[config.mk]
export PLATFORM = sky130hd
export DESIGN_NAME = speed_ramp_ctrl
export DESIGN_NICKNAME = d
export VERILOG_FILES = /design/src/rtl/speed_ramp_ctrl.sv
export SDC_FILE = /design/constraint.sdc
export NUM_CORES = 1
export LEC_CHECK = 0
export CAP_MARGIN = 20
export CORE_ASPECT_RATIO = 1.25
export CORE_MARGIN = 3
export CORE_UTILIZATION = 50
export CTS_BUF_LIST = sky130_fd_sc_hd__clkbuf_8
export CTS_CLUSTER_DIAMETER = 150
export CTS_CLUSTER_SIZE = 25
export DETAILED_ROUTE_END_ITERATION = 7
export MAX_ROUTING_LAYER = met4
export PLACE_DENSITY_LB_ADDON = 0.2
export SYNTH_ARGS = -nofsm -noshare
export SYNTH_HDL_FRONTEND = slang
export SYNTH_SLANG_ARGS = --single-unit
[constraint.sdc]
create_clock -name clk -period 8.3 [get_ports clk]
set_input_delay 2.49 -clock clk [delete_from_list [all_inputs] [get_ports clk]]
set_output_delay 2.49 -clock clk [all_outputs]
set_load 0.02 [all_outputs]
[src/rtl/speed_ramp_ctrl.sv]
`default_nettype none
// ============================================================================
// Module   : speed_ramp_ctrl
// Purpose  : Rate-limited speed command generator. Ramps a registered speed
//            toward a clamped target once per ramp tick, dwells at zero
//            before reversing direction, and optionally detects a stalled
//            rotor from the encoder period.
// Options  : `define SPEED_RAMP_STALL_DETECT_EN to build the stall counter and
//            the STALL state. Without it, period and fault_clear are unused
//            and stall_fault is held at 0.
// Revision : 1.0 - initial release
// ============================================================================
module speed_ramp_ctrl #(
  parameter int                 RAMP_STEP   = 10,
  parameter int                 TICK_DIV    = 50000,
  parameter int                 DWELL_TICKS = 100,
  parameter int                 STALL_TICKS = 500,
  parameter int                 SPEED_MAX   = 2000,
  parameter logic signed [31:0] PERIOD_MAX  = 32'sh7fffffff
) (
  input  logic               clk,
  input  logic               reset_n,
  input  logic signed [31:0] target_speed,
  input  logic               target_valid,
  input  logic signed [31:0] period,
  input  logic               fault_clear,
  output logic signed [31:0] speed_400rpm,
  output logic               busy,
  output logic               stall_fault
);

  typedef enum logic [1:0] {
    HOLD  = 2'd0,
    RAMP  = 2'd1,
    DWELL = 2'd2,
    STALL = 2'd3
  } state_t;

  localparam logic [31:0]        TICK_LAST  = 32'(TICK_DIV - 1);
  localparam logic [31:0]        DWELL_LAST = 32'(DWELL_TICKS - 1);
  localparam logic signed [31:0] SPD_MAX    = 32'(SPEED_MAX);
  localparam logic signed [32:0] STEP       = 33'(RAMP_STEP);

  state_t             state;
  logic signed [31:0] target;
  logic [31:0]        tick_cnt;
  logic [31:0]        dwell_cnt;
  logic               tick_en;
  logic               stall_enter;

  // Ramp datapath intermediates, one bit wider than the speed so that
  // target-minus-speed can never wrap.
  logic signed [32:0] spd_ext;
  logic signed [32:0] tgt_ext;
  logic signed [32:0] diff;
  logic signed [32:0] diff_mag;
  logic signed [32:0] spd_mag;
  logic signed [31:0] next_zero;
  logic signed [31:0] next_tgt;
  logic signed [31:0] clamped;
  logic               reversing;

  // Free-running ramp tick divider.
  always_ff @(posedge clk) begin
    if (!reset_n) begin
      tick_cnt <= '0;
    end else if (tick_en) begin
      tick_cnt <= '0;
    end else begin
      tick_cnt <= tick_cnt + 32'd1;
    end
  end

  assign tick_en = (tick_cnt == TICK_LAST);

  // Candidate next speeds and the clamped incoming target.
  always_comb begin
    spd_ext   = {speed_400rpm[31], speed_400rpm};
    tgt_ext   = {target[31], target};
    diff      = tgt_ext - spd_ext;
    diff_mag  = diff[32] ? -diff : diff;
    spd_mag   = spd_ext[32] ? -spd_ext : spd_ext;
    next_zero = spd_ext[32] ? 32'(spd_ext + STEP) : 32'(spd_ext - STEP);
    next_tgt  = diff[32] ? 32'(spd_ext - STEP) : 32'(spd_ext + STEP);
    reversing = (speed_400rpm != '0) && (target != '0) &&
                (speed_400rpm[31] != target[31]);
    if (target_speed > SPD_MAX) begin
      clamped = SPD_MAX;
    end else if (target_speed < -SPD_MAX) begin
      clamped = -SPD_MAX;
    end else begin
      clamped = target_speed;
    end
  end

`ifdef SPEED_RAMP_STALL_DETECT_EN
  localparam logic [31:0] STALL_LAST = 32'(STALL_TICKS);

  logic [31:0] stall_cnt;

  // Count consecutive ticks with a moving command but no encoder motion.
  always_ff @(posedge clk) begin
    if (!reset_n) begin
      stall_cnt <= '0;
    end else if (state == STALL && fault_clear) begin
      stall_cnt <= '0;
    end else if (tick_en) begin
      if (period == PERIOD_MAX && speed_400rpm != '0) begin
        if (stall_cnt != STALL_LAST) begin
          stall_cnt <= stall_cnt + 32'd1;
        end
      end else begin
        stall_cnt <= '0;
      end
    end
  end

  assign stall_enter = (state != STALL) && (stall_cnt == STALL_LAST);
`else
  logic unused_inputs;

  assign unused_inputs = ^{period, fault_clear, PERIOD_MAX, 32'(STALL_TICKS)};
  assign stall_enter   = 1'b0;
  assign stall_fault   = 1'b0;
`endif

  // Ramp state machine with registered speed, target and status outputs.
  always_ff @(posedge clk) begin
    if (!reset_n) begin
      state        <= HOLD;
      speed_400rpm <= '0;
      target       <= '0;
      dwell_cnt    <= '0;
      busy         <= 1'b0;
`ifdef SPEED_RAMP_STALL_DETECT_EN
      stall_fault  <= 1'b0;
`endif
    end else begin
      if (target_valid && state != STALL) begin
        target <= clamped;
      end

      if (stall_enter) begin
        state        <= STALL;
        speed_400rpm <= '0;
        busy         <= 1'b1;
`ifdef SPEED_RAMP_STALL_DETECT_EN
        stall_fault  <= 1'b1;
`endif
      end else begin
        case (state)
          HOLD: begin
            if (target != speed_400rpm) begin
              state <= RAMP;
              busy  <= 1'b1;
            end
          end

          RAMP: begin
            if (tick_en) begin
              if (reversing) begin
                // Decelerate to zero first; the dwell precedes reversal.
                if (spd_mag <= STEP) begin
                  speed_400rpm <= '0;
                  state        <= DWELL;
                  dwell_cnt    <= '0;
                end else begin
                  speed_400rpm <= next_zero;
                end
              end else if (diff_mag <= STEP) begin
                // Final partial step lands exactly on target (no overshoot).
                speed_400rpm <= target;
                state        <= HOLD;
                busy         <= 1'b0;
              end else begin
                speed_400rpm <= next_tgt;
              end
            end
          end

          DWELL: begin
            if (target == '0) begin
              state     <= HOLD;
              busy      <= 1'b0;
              dwell_cnt <= '0;
            end else if (tick_en) begin
              if (dwell_cnt == DWELL_LAST) begin
                state     <= RAMP;
                dwell_cnt <= '0;
              end else begin
                dwell_cnt <= dwell_cnt + 32'd1;
              end
            end
          end

          STALL: begin
`ifdef SPEED_RAMP_STALL_DETECT_EN
            if (fault_clear) begin
              target      <= '0;
              state       <= HOLD;
              busy        <= 1'b0;
              stall_fault <= 1'b0;
            end
`else
            state <= HOLD;
            busy  <= 1'b0;
`endif
          end

          default: begin
            state <= HOLD;
            busy  <= 1'b0;
          end
        endcase
      end
    end
  end

endmodule
`default_nettype wire

* Yosys cells after proc, flatten, opt, wreduce, memory -nomap -nowiden
Cells that the tools add are included.
Storage, ports and cells: flip-flop bits (word level) 131, bits of input ports 68, logic and storage cells 81
Cells by class: $add $sub $neg 7, magnitude comparators 4, eq/ne operators 19, muxes and demuxes 31, bitwise logic cells 1, reduce and logical (&&, ||, !) cells 13
Operators with widths (number):
- 2-to-1 mux 32 bit | 13
- <= comparator 33 x 5 -> 1 bit, second input constant | 2
- 2-to-1 mux 33 bit | 2
- adder 32 x 1 -> 32 bit, second input constant | 2
- one-hot mux 32 bit (2 select lines) | 1
- nonzero test 32 bit | 2
- negation 32 -> 33 bit | 1
- negation 33 bit | 1
- subtractor 32 x 32 -> 33 bit | 1
- adder 32 x 5 -> 32 bit, second input constant | 1
- == test 32 x 16 -> 1 bit, second input constant | 1
- == test 32 x 7 -> 1 bit, second input constant | 1
- > comparator 32 x 12 -> 1 bit, second input constant | 1
- zero test 32 bit | 1
- < comparator 32 x 12 -> 1 bit, second input constant | 1
- inequality test 32 bit | 1
- subtractor 32 x 5 -> 32 bit, second input constant | 1
- 2-to-1 mux 2 bit | 8
- inequality test 2 bit, second input constant | 8
- inequality test 3 bit, second input constant | 4
- AND reduction 5 bit | 2
- one-hot mux 2 bit (4 select lines) | 1
- AND reduction 6 bit | 1
- 2-to-1 mux 1 bit | 5
- 10 further kinds | 13

* Depth between registers and ports, before layout
Gate-level depths: netlist of run 1.
depth in word-level cells 8, depth in mapped cells 23, depth with buffers taken out 18

* Worst setup path after synthesis of run 1
Ideal clock, no wire load.
path kind reg2reg, start reg speed_400rpm[3], end reg speed_400rpm[25], library setup time 0.120 ns, arrival 5.160 ns, data required time 8.180 ns, setup slack 3.021 ns, cell stages (with the launch flop) 22, path buffers 4, path through dfxtp_1 -> clkbuf_1 -> clkinv_1 -> ha_1 -> o211a_1 -> a21bo_2 -> nand2_1 -> a211oi_2 -> or3b_1 -> buf_4 -> or4_1 -> a2111oi_1 -> a21oi_1 -> a2111oi_2 -> nand4_1 -> a2111o_1 -> o211a_1 -> buf_6 -> buf_6 -> a21oi_1 -> nor3_1 -> a211o_1
Between the ends: word-level cells in the longest chain between the ends 6
RTL lines:
- start, declared | RTL line 27 | output logic signed [31:0] speed_400rpm,
- start signal, assigned | RTL line 168 | speed_400rpm <= next_zero;
- start signal, assigned | RTL line 172 | speed_400rpm <= target;
- start signal, assigned | RTL line 176 | speed_400rpm <= next_tgt;
- subtractor 32 x 32 -> 33 bit | RTL line 80 | diff = tgt_ext - spd_ext;
- negation 33 bit | RTL line 81 | diff_mag = diff[32] ? -diff : diff;
- 2-to-1 mux 33 bit | RTL line 81
- <= comparator 33 x 5 -> 1 bit | RTL line 170 | end else if (diff_mag <= STEP) begin
- 2-to-1 mux 32 bit | RTL line 170
- 2-to-1 mux 32 bit (*) | RTL line 161 | if (reversing) begin
Mark *: on every way between the ends. The rest lies on a longest branch, timed or not. A chain may end at the register's enable or synchronous reset.

* Worst setup path in the final report of run 1
start reg speed_400rpm[12], end reg speed_400rpm[5]
The elaborated chain is that of the path after synthesis.

==> impl_metrics.toml, run 1 <==
[outcome]
status = "completed"

[placed_design]
pre_cts_slack_ps = 1850
dpl.hpwl_um = 30400
portBuffers = 67
gp_congestion = 0.970
dp_cells = 2057

[hold_path]
hold_path_startpoint = "tick_cnt[0]"
worstHoldPathType = "flop to flop"

[sta]
worst_slack_ps = 1680
hold_violations = 0
slew_viol_final = 0
finalSetupViolCount = 0
rsz0062_at_grt = "false"
worst_slew_pin_slew_ps = 1030
totalNegativeSetupSlack_ps = 0
fmax_ghz = 0.151
fin_crit_sh_pct = 79.7
period_needed_ps = 6620
slew_headroom_pct = 30.5
fin_skew_ps = 28.3

[final_layout]
drive_gt1_share_pct = 5.72
multiInputGateArea_um2 = 8950
regArea_um2 = 2620
finalNonFillerCells = 2091
diodes = 0
fin_nets = 1862
syn_to_final_growth_pct = 10.1
nFillCells = 2333

[power_and_ir_drop]
cellLeakagePower_nw = 5.10
ir_worst_vdd_mv = 0.112
powerDensity_nw_per_um2 = 145

[die]
die_w_um = 146
core_area_um2 = 23900
num_rows = 63
dieArea_um2 = 26400
die_height_um = 181
ios = 102
start_util_pct = 51.1

[logic_synthesis]
syn_avg_cell_area_um2 = 6.95
synthFlopType = "dfxtp_1"
yosys_warnings = 0
ys_ff_latch = 131
async_flop_share_pct = 0
seq_area_frac_synth_pct = 21.5
syn-num-nets = 1868
yosysUniqueCellTypes = 95
synth_edf_count = 0
synth_area_um2 = 12200
netlist_instances = 1759

[global_routing]
grt_pass1_vias = 12527
gr-total-overflow = 0
grt_pass1_wl_um = 66000
grtUsageTotal_pct = 31.5
grt_max_degree = 73
antenna_found_initial = 0

[detailed_routing]
drc_errors = 0
avgRoutedWirePerCell_um = 19.8
drt-initial-drc-count = 1058
antenna_left = 0
firstDrtPassIters = 5
vias = 13394
drt-total-wl_um = 41500
via_per_inst = 6.41

[clock_tree]
htree_levels = 4
postCtsSetupBuffers = 0
worstSkewPairLatency_ps = 480
cts-root-buf = "clkbuf_8"
cts_tree = "yes"
clk_path_buf_depth = 2
clk_pin_slew_ps = 90
cts.hold.buffers_added = 0
numCtsBuffers = 17
cts_resized = 0
cts_sinks = 131

[job]
drv_cap = 0

[critical_path]
required_ps = 8680
crit_fanout = 27
r2r_slack_ps = 1680
crit_path_end_kind = "flop"
worstSetupStartpoint = "speed_400rpm[12]"
timing.rr.start = "speed_400rpm[12]"
critPathKind = "flop to flop"
critPathLaunchType = "flop"
cp.arrival_ps = 7000
[metal layers]
layer | wire length, µm | global-route usage, % | up-vias | share of wire, %
met4 | 2770 | 19.3 | 0 | 6.7
met3 | 2370 | 4.69 | 140 | 5.7
met5 | 0 | - | - | 0
li1 | - | - | 6470 | -
met1 | 17200 | 37.7 | 6293 | 41
met2 | 19200 | 50.0 | 491 | 46
[through the flow]
| step | utilization, % | hold slack [ps] | power [W] | cell area (µm²) |
|---|---|---|---|---|
| after floorplan | - | 418 | 0.00119 | 12200 |
| after global placement | 54.4 | 430 | 0.00135 | 13000 |
| after detailed placement | 54.4 | 435 | 0.00136 | 13000 |
| after CTS | 56.1 | 453 | 0.00194 | 13400 |
| after global routing | 56.3 | 472 | 0.00206 | 13500 |
| final | 56.3 | 448 | 0.00195 | 13500 |
[worst paths after layout]
| kind | to | depth (start not counted) |
|---|---|---|
| max | speed_400rpm[5] | 17 |
| min | tick_cnt[0] | 1 |
| max reg2reg | speed_400rpm[5] | 17 |
| min reg2reg | tick_cnt[0] | 1 |
[cell families after synthesis]
family / Yosys count / share of synthesized area (%)
other: 1 / 0.0307
and+or+nand+nor: 813 / 33.1
muxes: 18 / 1.51
buffers and inverters: 168 / 5.66
DFF: 131 / 21.5
xor gates and xnor gates: 107 / 7.67
adders and majority gates: 41 / 4.26
AOI/OAI and AO/OA: 480 / 26.3
[layout by cell type (no fill, tap or decap), drive strengths merged, types with 10 or more instances in the layout]
master / count
nand2: 156
a211oi: 17
dfxtp: 131
a31oi: 18
o211ai: 18
o21ai: 94
mux2i: 15
or4: 10
o21a: 12
nand4: 51
nand3: 69
a221oi: 15
nand2b: 15
clkdlybuf4s50: 67
and2: 15
ha: 40
buf: 17
a21oi: 164
and3: 43
nor2b: 11
nor4: 63
or3: 24
nor3: 68
o31ai: 11
a21o: 13
clkbuf: 17
inv: 61
xor2: 41
xnor2: 66
nor2: 248
[state kept, by name, indices dropped and copies added (netlist names)]
name          cells
target           32
tick_cnt         32
state             2
dwell_cnt        32
busy              1
speed_400rpm     32
[worst max-delay path, cell delays in order (launching register included)]
cell and delay [ps]:
dfxtp_1 640, clkinv_1 410, ha_1 570, nand2_1 150, o31ai_1 570, nor2_1 230, xnor2_1 240, nor4_2 720
and4_1 440, nor3_1 110, a2111oi_2 300, nand4_1 210, a2111o_1 360, o21ai_2 120, buf_4 360, and2_2 660
a2bb2oi_1 170, a211oi_2 240
[power by group]
group	switching [W]	total (W)	internal (W)
sequential	0.0000235	0.000662	0.000638
clock	0.000312	0.000587	0.000275
combinational	0.000434	0.000703	0.000269
[final cells by class]
cell class                 count  area share (%)
multi-input combinational   1460            66.5
clock inverter                15            1.30
tap                          325            3.02
inverter                      59            1.65
timing repair buffer          84            6.23
sequential                   131            19.5
clock buffer                  17            1.74
[cells in the mapped netlist (11+ instances only)]
cell,instances,area (µm²)
nor2b_1,11,68.8
clkbuf_1,83,312
a21oi_1,160,801
nand2b_1,15,93.8
ha_1,40,500
or3_1,24,150
mux2i_1,15,150
xor2_1,41,359
nor3_1,68,340
inv_1,53,199
dfxtp_1,131,2620
and3_1,43,269
nor2_1,248,931
a31oi_1,18,113
o21a_1,12,90.1
o211ai_1,18,135
o21ai_0,89,445
a21o_1,13,97.6
xnor2_1,66,578
nand2_1,156,586
a211oi_1,15,113
and2_1,12,75.1
nand4_1,50,313
nor4_1,60,375
nand3_1,69,345
(Power assumes the default switching activity.)
==> inputs of run 2 (changes only) <==
==> constraint.sdc (replaced) <==
create_clock -name clk -period 5.7 [get_ports clk]
set_input_delay 1.71 -clock clk [delete_from_list [all_inputs] [get_ports clk]]
set_output_delay 1.71 -clock clk [all_outputs]
set_load 0.02 [all_outputs]
==> run 2 against run 1 <==
  * The flow now finishes with violations (design-rule violations)
  * Combinational power grew 56%
  * Register-to-register slack lost 1500 ps
  * Setup slack got worse by 1500 ps
  * Via count is 4.6% higher
  * Clock-buffer cell count rose by 2
  * Sequential power rose by 45%
  * Die area unchanged
  * Non-clock buffer count increased by 93
  * Clock skew up 11 ps
  * Sequential cell count did not move
  * Clock power up 40%
  * Largest cell class unchanged
==> impl_metrics.toml, run 2 (synthesis gave the netlist of run 1 again) <==
[outcome]
status = "complete, but fails checks"
violations = "design-rule violations"

[detailed_routing]
vias = 14014
drt-total-wl_um = 44600
antenna_left = 0
drt-initial-drc-count = 1345
firstDrtPassIters = 8
drc_errors = 3
avgRoutedWirePerCell_um = 20.4
via_per_inst = 6.42

[final_layout]
fin_nets = 1955
syn_to_final_growth_pct = 16.0
multiInputGateArea_um2 = 9000
nFillCells = 2305
regArea_um2 = 2620
final_common_cell = "nor2_1"
diodes = 0
final_cell_mix = "nor2_1, a21oi_1, nand2_1"
drive_gt1_share_pct = 10.9

[power_and_ir_drop]
p_total_w = 0.00288
pwr-share-clk_pct = 28.4
cellLeakagePower_nw = 5.58
comb_power_share_pct = 38.3
switching_share_pct = 39.4
p_sw_w = 0.00114
p_seq_share_pct = 33.2
powerDensity_nw_per_um2 = 203
intPower_w = 0.00174
ir_worst_vdd_mv = 0.167

[die]
core_area_um2 = 23900
start_util_pct = 51.1
ios = 102
die_w_um = 146
num_rows = 63
die_height_um = 181
dieArea_um2 = 26400

[critical_path]
worstSetupStartpoint = "target[0]"
critPathKind = "flop to flop"
cp.arrival_ps = 5820
critPathLaunchType = "flop"
crit_fanout = 23
required_ps = 6050
r2r_cells = 20
crit_path_end = "speed_400rpm[2]"
r2r_end = "speed_400rpm[2]"
timing.rr.start = "target[0]"
crit_path_end_kind = "flop"
r2r_slack_ps = 230

[global_routing]
grt_pass1_wl_um = 68800
gr-total-overflow = 0
grt_pass1_vias = 12793
grt_max_degree = 73
antenna_found_initial = 0
grtUsageTotal_pct = 33.2

[job]
drv_cap = 0

[sta]
hold_violations = 0
fmax_ghz = 0.183
fin_skew_ps = 38.9
finalSetupViolCount = 0
period_needed_ps = 5470
slew_headroom_pct = 28.1
fin_crit_sh_pct = 96.0
worst_slew_pin_slew_ps = 1070
worst_slack_ps = 225
slew_viol_final = 0

[clock_tree]
clk_path_buf_depth = 2
worstSkewPairLatency_ps = 480
cts-root-buf = "clkbuf_8"
numCtsBuffers = 17
cts_sinks = 131
clk_pin_slew_ps = 80
cts_tree = "yes"
htree_levels = 4
cts.hold.buffers_added = 0

[placed_design]
gp_congestion = 1.05
pre_cts_slack_ps = 193
portBuffers = 67
dpl.hpwl_um = 33700

[hold_path]
worstHoldPathType = "flop to flop"
[run 2: cell types whose count changed in the layout (fill, tap and decap cells not counted), moves of 2 or more]
| cell | change |
|---|---|
| buf_16 | -2 |
| a21oi_2 | +2 |
| clkbuf_8 | +2 |
| buf_4 | +92 |
| buf_12 | +3 |
| a21oi_1 | -2 |
[run 2: cell type report]
| class | count | area share (%) |
|---|---|---|
| Multi-Input combinational cell | 1460 | 63.5 |
| Timing Repair Buffer | 177 | 10.8 |
| Tap cell | 325 | 2.87 |
| Sequential cell | 131 | 18.5 |
| Clock inverter | 13 | 0.883 |
| Clock buffer | 19 | 1.85 |
| Inverter | 59 | 1.56 |
[run 2: how the worst min path moves through the flow]
stage                     cells past startpoint          end  slack (ps)        start
after CTS                                     1  tick_cnt[0]         480  tick_cnt[0]
after floorplan                               1  tick_cnt[0]         420  tick_cnt[0]
final                                         1  tick_cnt[0]         470  tick_cnt[0]
after global placement                        1  tick_cnt[0]         430  tick_cnt[0]
after global routing                          1  tick_cnt[0]         510  tick_cnt[0]
after detailed placement                      1  tick_cnt[0]         470  tick_cnt[0]
[run 2: power by group through the flow]
| stage | combinational [W] | clock, W | sequential [W] |
|---|---|---|---|
| floorplan | 0.000765 | 0 | 0.000965 |
| global placement | 0.00104 | 0 | 0.000976 |
| detailed placement | 0.00106 | 0 | 0.000976 |
| CTS | 0.00107 | 0.000827 | 0.000955 |
| global route | 0.00120 | 0.000872 | 0.000956 |
| finish | 0.00110 | 0.000819 | 0.000957 |
[run 2: per-stage QoR]
stage / hold slack, ps / area (µm²) / cells / utilization, % / TNS [ps]
after global placement: 428 / 13700 / 2152 / 57.5 / 0
after CTS: 478 / 14100 / 2184 / 59.1 / 0
after floorplan: 418 / 12200 / 1759 / - / 0
after detailed placement: 469 / 13700 / 2152 / 57.5 / 0
final: 472 / 14200 / 2184 / 59.3 / 0
after global routing: 506 / 14200 / 2184 / 59.3 / -2.58
[run 2: repair_timing]
item	4_1_cts	5_1_grt
endpoints found under the hold margin	0	0
buffers inserted	0	0
resized for setup	0	10
endpoints found under the setup margin	0	28
[run 2: critical path, cell delays in order (launching register included)]
cell and delay, ps:
dfxtp_1 330, inv_1 50, ha_1 200, fa_1 440, nand2b_1 230, a21boi_1 290, nor2_1 100, a211oi_2 320
or3b_4 500, or4_4 550, a2111oi_1 360, a21oi_1 100, a2111oi_2 320, nand4_1 170, a2111o_1 340, o211a_1 250
buf_12 170, buf_4 190, a221oi_2 270, a21o_1 120, a21oi_1 50
[run 2: metal layers]
layer / GRT usage (%) / wire length [µm] / vias to the layer above
met5: - / 0 / -
met4: 25.7 / 4090 / 0
li1: - / - / 6660
met1: 37.8 / 17100 / 6512
met3: 5.52 / 3160 / 202
met2: 51.9 / 20200 / 640
==> inputs of run 3 (changes only) <==
--- a/config.mk
+++ b/config.mk
@@ -6,9 +6,11 @@
 export NUM_CORES = 1
 export LEC_CHECK = 0
 export CAP_MARGIN = 20
+export CELL_PAD_IN_SITES_DETAIL_PLACEMENT = 2
+export CELL_PAD_IN_SITES_GLOBAL_PLACEMENT = 2
 export CORE_ASPECT_RATIO = 1.25
 export CORE_MARGIN = 3
-export CORE_UTILIZATION = 50
+export CORE_UTILIZATION = 31
 export CTS_BUF_LIST = sky130_fd_sc_hd__clkbuf_8
 export CTS_CLUSTER_DIAMETER = 150
 export CTS_CLUSTER_SIZE = 25
==> run 3 against run 2 <==
  * The flow now finishes without violations
  * Global-route usage is 4.9 points lower
  * Combinational power is 12% higher
  * Register-to-register slack hardly changed
  * Fmax hardly changed
  * First-iteration DRC count is 42% lower
  * Total power is 5.5% higher
  * Final cell count is 8.7% higher
==> impl_metrics.toml, run 3 (synthesis gave the netlist of run 1 again) <==
[global_routing]
use_met1_pct = 31.0
grt_max_degree = 73
met3_usage_pct = 3.51
grt_pass1_wl_um = 89700
grtUsageTotal_pct = 28.3
gr-total-overflow = 0
grt_pass1_vias = 15436
met2_usage_pct = 47.7
grt-busiest-layer = "met2"
antenna_found_initial = 0

[clock_tree]
cts_sinks = 131
clk_path_buf_depth = 2
cts_tree = "yes"
worstSkewPairLatency_ps = 530
cts.hold.buffers_added = 0
clk_pin_slew_ps = 90
numCtsBuffers = 17
htree_levels = 4
cts-root-buf = "clkbuf_8"

[detailed_routing]
antenna_left = 0
drc_errors = 0
drt-total-wl_um = 58400
via_per_inst = 6.09
avgRoutedWirePerCell_um = 24.6
drt-initial-drc-count = 777
vias = 14455
firstDrtPassIters = 5

[critical_path]
critPathLaunchType = "flop"
crit_fanout = 36
critPathKind = "flop to flop"
crit_path_end_kind = "flop"
crit_family = "compound AO/OA/AOI/OAI gates"
required_ps = 6070
critPathMostFrequentCell = "o211a_1"
crit_slowest_cell = "dfxtp_1"
timing.critical_path.buf_inv = 2
crit_chain = "ha_2, a21oi_4, nand2_1, o211a_1, buf_4, or4_1, o211ai_1, and3b_1, and4_1, nor3_1, a2111oi_2, nand4_1, a2111o_1, o211a_1, buf_12, a211oi_1, a2bb2oi_2, a211oi_2"
crit_path_max_incr_delay_ps = 540
cp.arrival_ps = 5840

[power_and_ir_drop]
ir_worst_vdd_mv = 0.151
powerDensity_nw_per_um2 = 206
cellLeakagePower_nw = 5.72

[sta]
fin_crit_sh_pct = 96.0
finalSetupViolCount = 0
totalNegativeSetupSlack_ps = 0
fin_skew_ps = 27.8
rsz0062_at_grt = "false"
slew_viol_final = 0
slew_headroom_pct = 31.9
worst_slack_ps = 229
period_needed_ps = 5470
whs_ps = 465
fmax_ghz = 0.183
hold_violations = 0
worst_slew_pin_slew_ps = 1020

[final_layout]
diodes = 0
nFillCells = 4602
final_common_cell = "nor2_1"
fin_nets = 1978
drive_gt1_share_pct = 13.2
syn_to_final_growth_pct = 20.5
final_cell_mix = "nor2_1, a21oi_1, nand2_1"
finalNonFillerCells = 2374

[placed_design]
dp_cells = 2331
dpl.hpwl_um = 44800
pre_cts_slack_ps = -22.0
gp_congestion = 0.931
portBuffers = 67

[die]
start_util_pct = 31.7
die_w_um = 184
num_rows = 80
dieArea_um2 = 41800
die_height_um = 228
core_area_um2 = 38500
ios = 102

[job]
drv_cap = 0

[hold_path]
worstHoldPathType = "flop to flop"

[outcome]
status = "completed"
## run 3: changes by cell type in the layout (fill, tap and decap cells not counted), moves of 3 or more
| cell | previous run | this run |
|---|---|---|
| ha_1 | 40 | 34 |
| a21boi_1 | 2 | 5 |
| a21boi_0 | 6 | 2 |
| ha_2 | 0 | 6 |
| buf_4 | 107 | 129 |
## run 3: where the power goes
group	leakage (nW)	internal, W	switching [W]
clock network	0.196	0.000370	0.000484
registers	1.06	0.000930	0.0000283
logic	4.46	0.000483	0.000743
## run 3: repair_timing
action	in CTS	in global routing
setup endpoints to repair	1	34
hold endpoints to repair	0	0
resized for setup	2	40
pin swaps	1	9
cloned	0	0
buffers inserted	1	9
## run 3: routing by layer
metal | vias to the layer above | wire, µm
met5 | - | 0
met4 | 0 | 4510
met3 | 148 | 1660
met2 | 288 | 28900
met1 | 7327 | 23300
li1 | 6692 | -
## run 3: metrics by stage
stage	util, %	total power [W]	cell area (µm²)
floorplan	-	0.00173	12200
global placement	36.4	0.00208	14000
detailed placement	36.4	0.00212	14000
CTS	37.5	0.00299	14400
global route	38.2	0.00321	14700
finish	38.2	0.00304	14700
## run 3: worst paths after layout
check / cells after the start / startpoint / slack (ps) / to
max: 18 / target[7] / 230 / speed_400rpm[5]
min: 1 / tick_cnt[0] / 470 / tick_cnt[0]
max reg2reg: 18 / target[7] / 230 / speed_400rpm[5]
min reg2reg: 1 / tick_cnt[0] / 470 / tick_cnt[0]
## run 3: layout make-up
cell class	count	area (µm²)	area share, %
Multi-Input combinational cell	1460	9140	62.1
Clock inverter	14	145	0.986
Timing Repair Buffer	200	1730	11.7
Inverter	59	221	1.50
Tap cell	492	616	4.18
Clock buffer	18	248	1.68
Sequential cell	131	2630	17.8
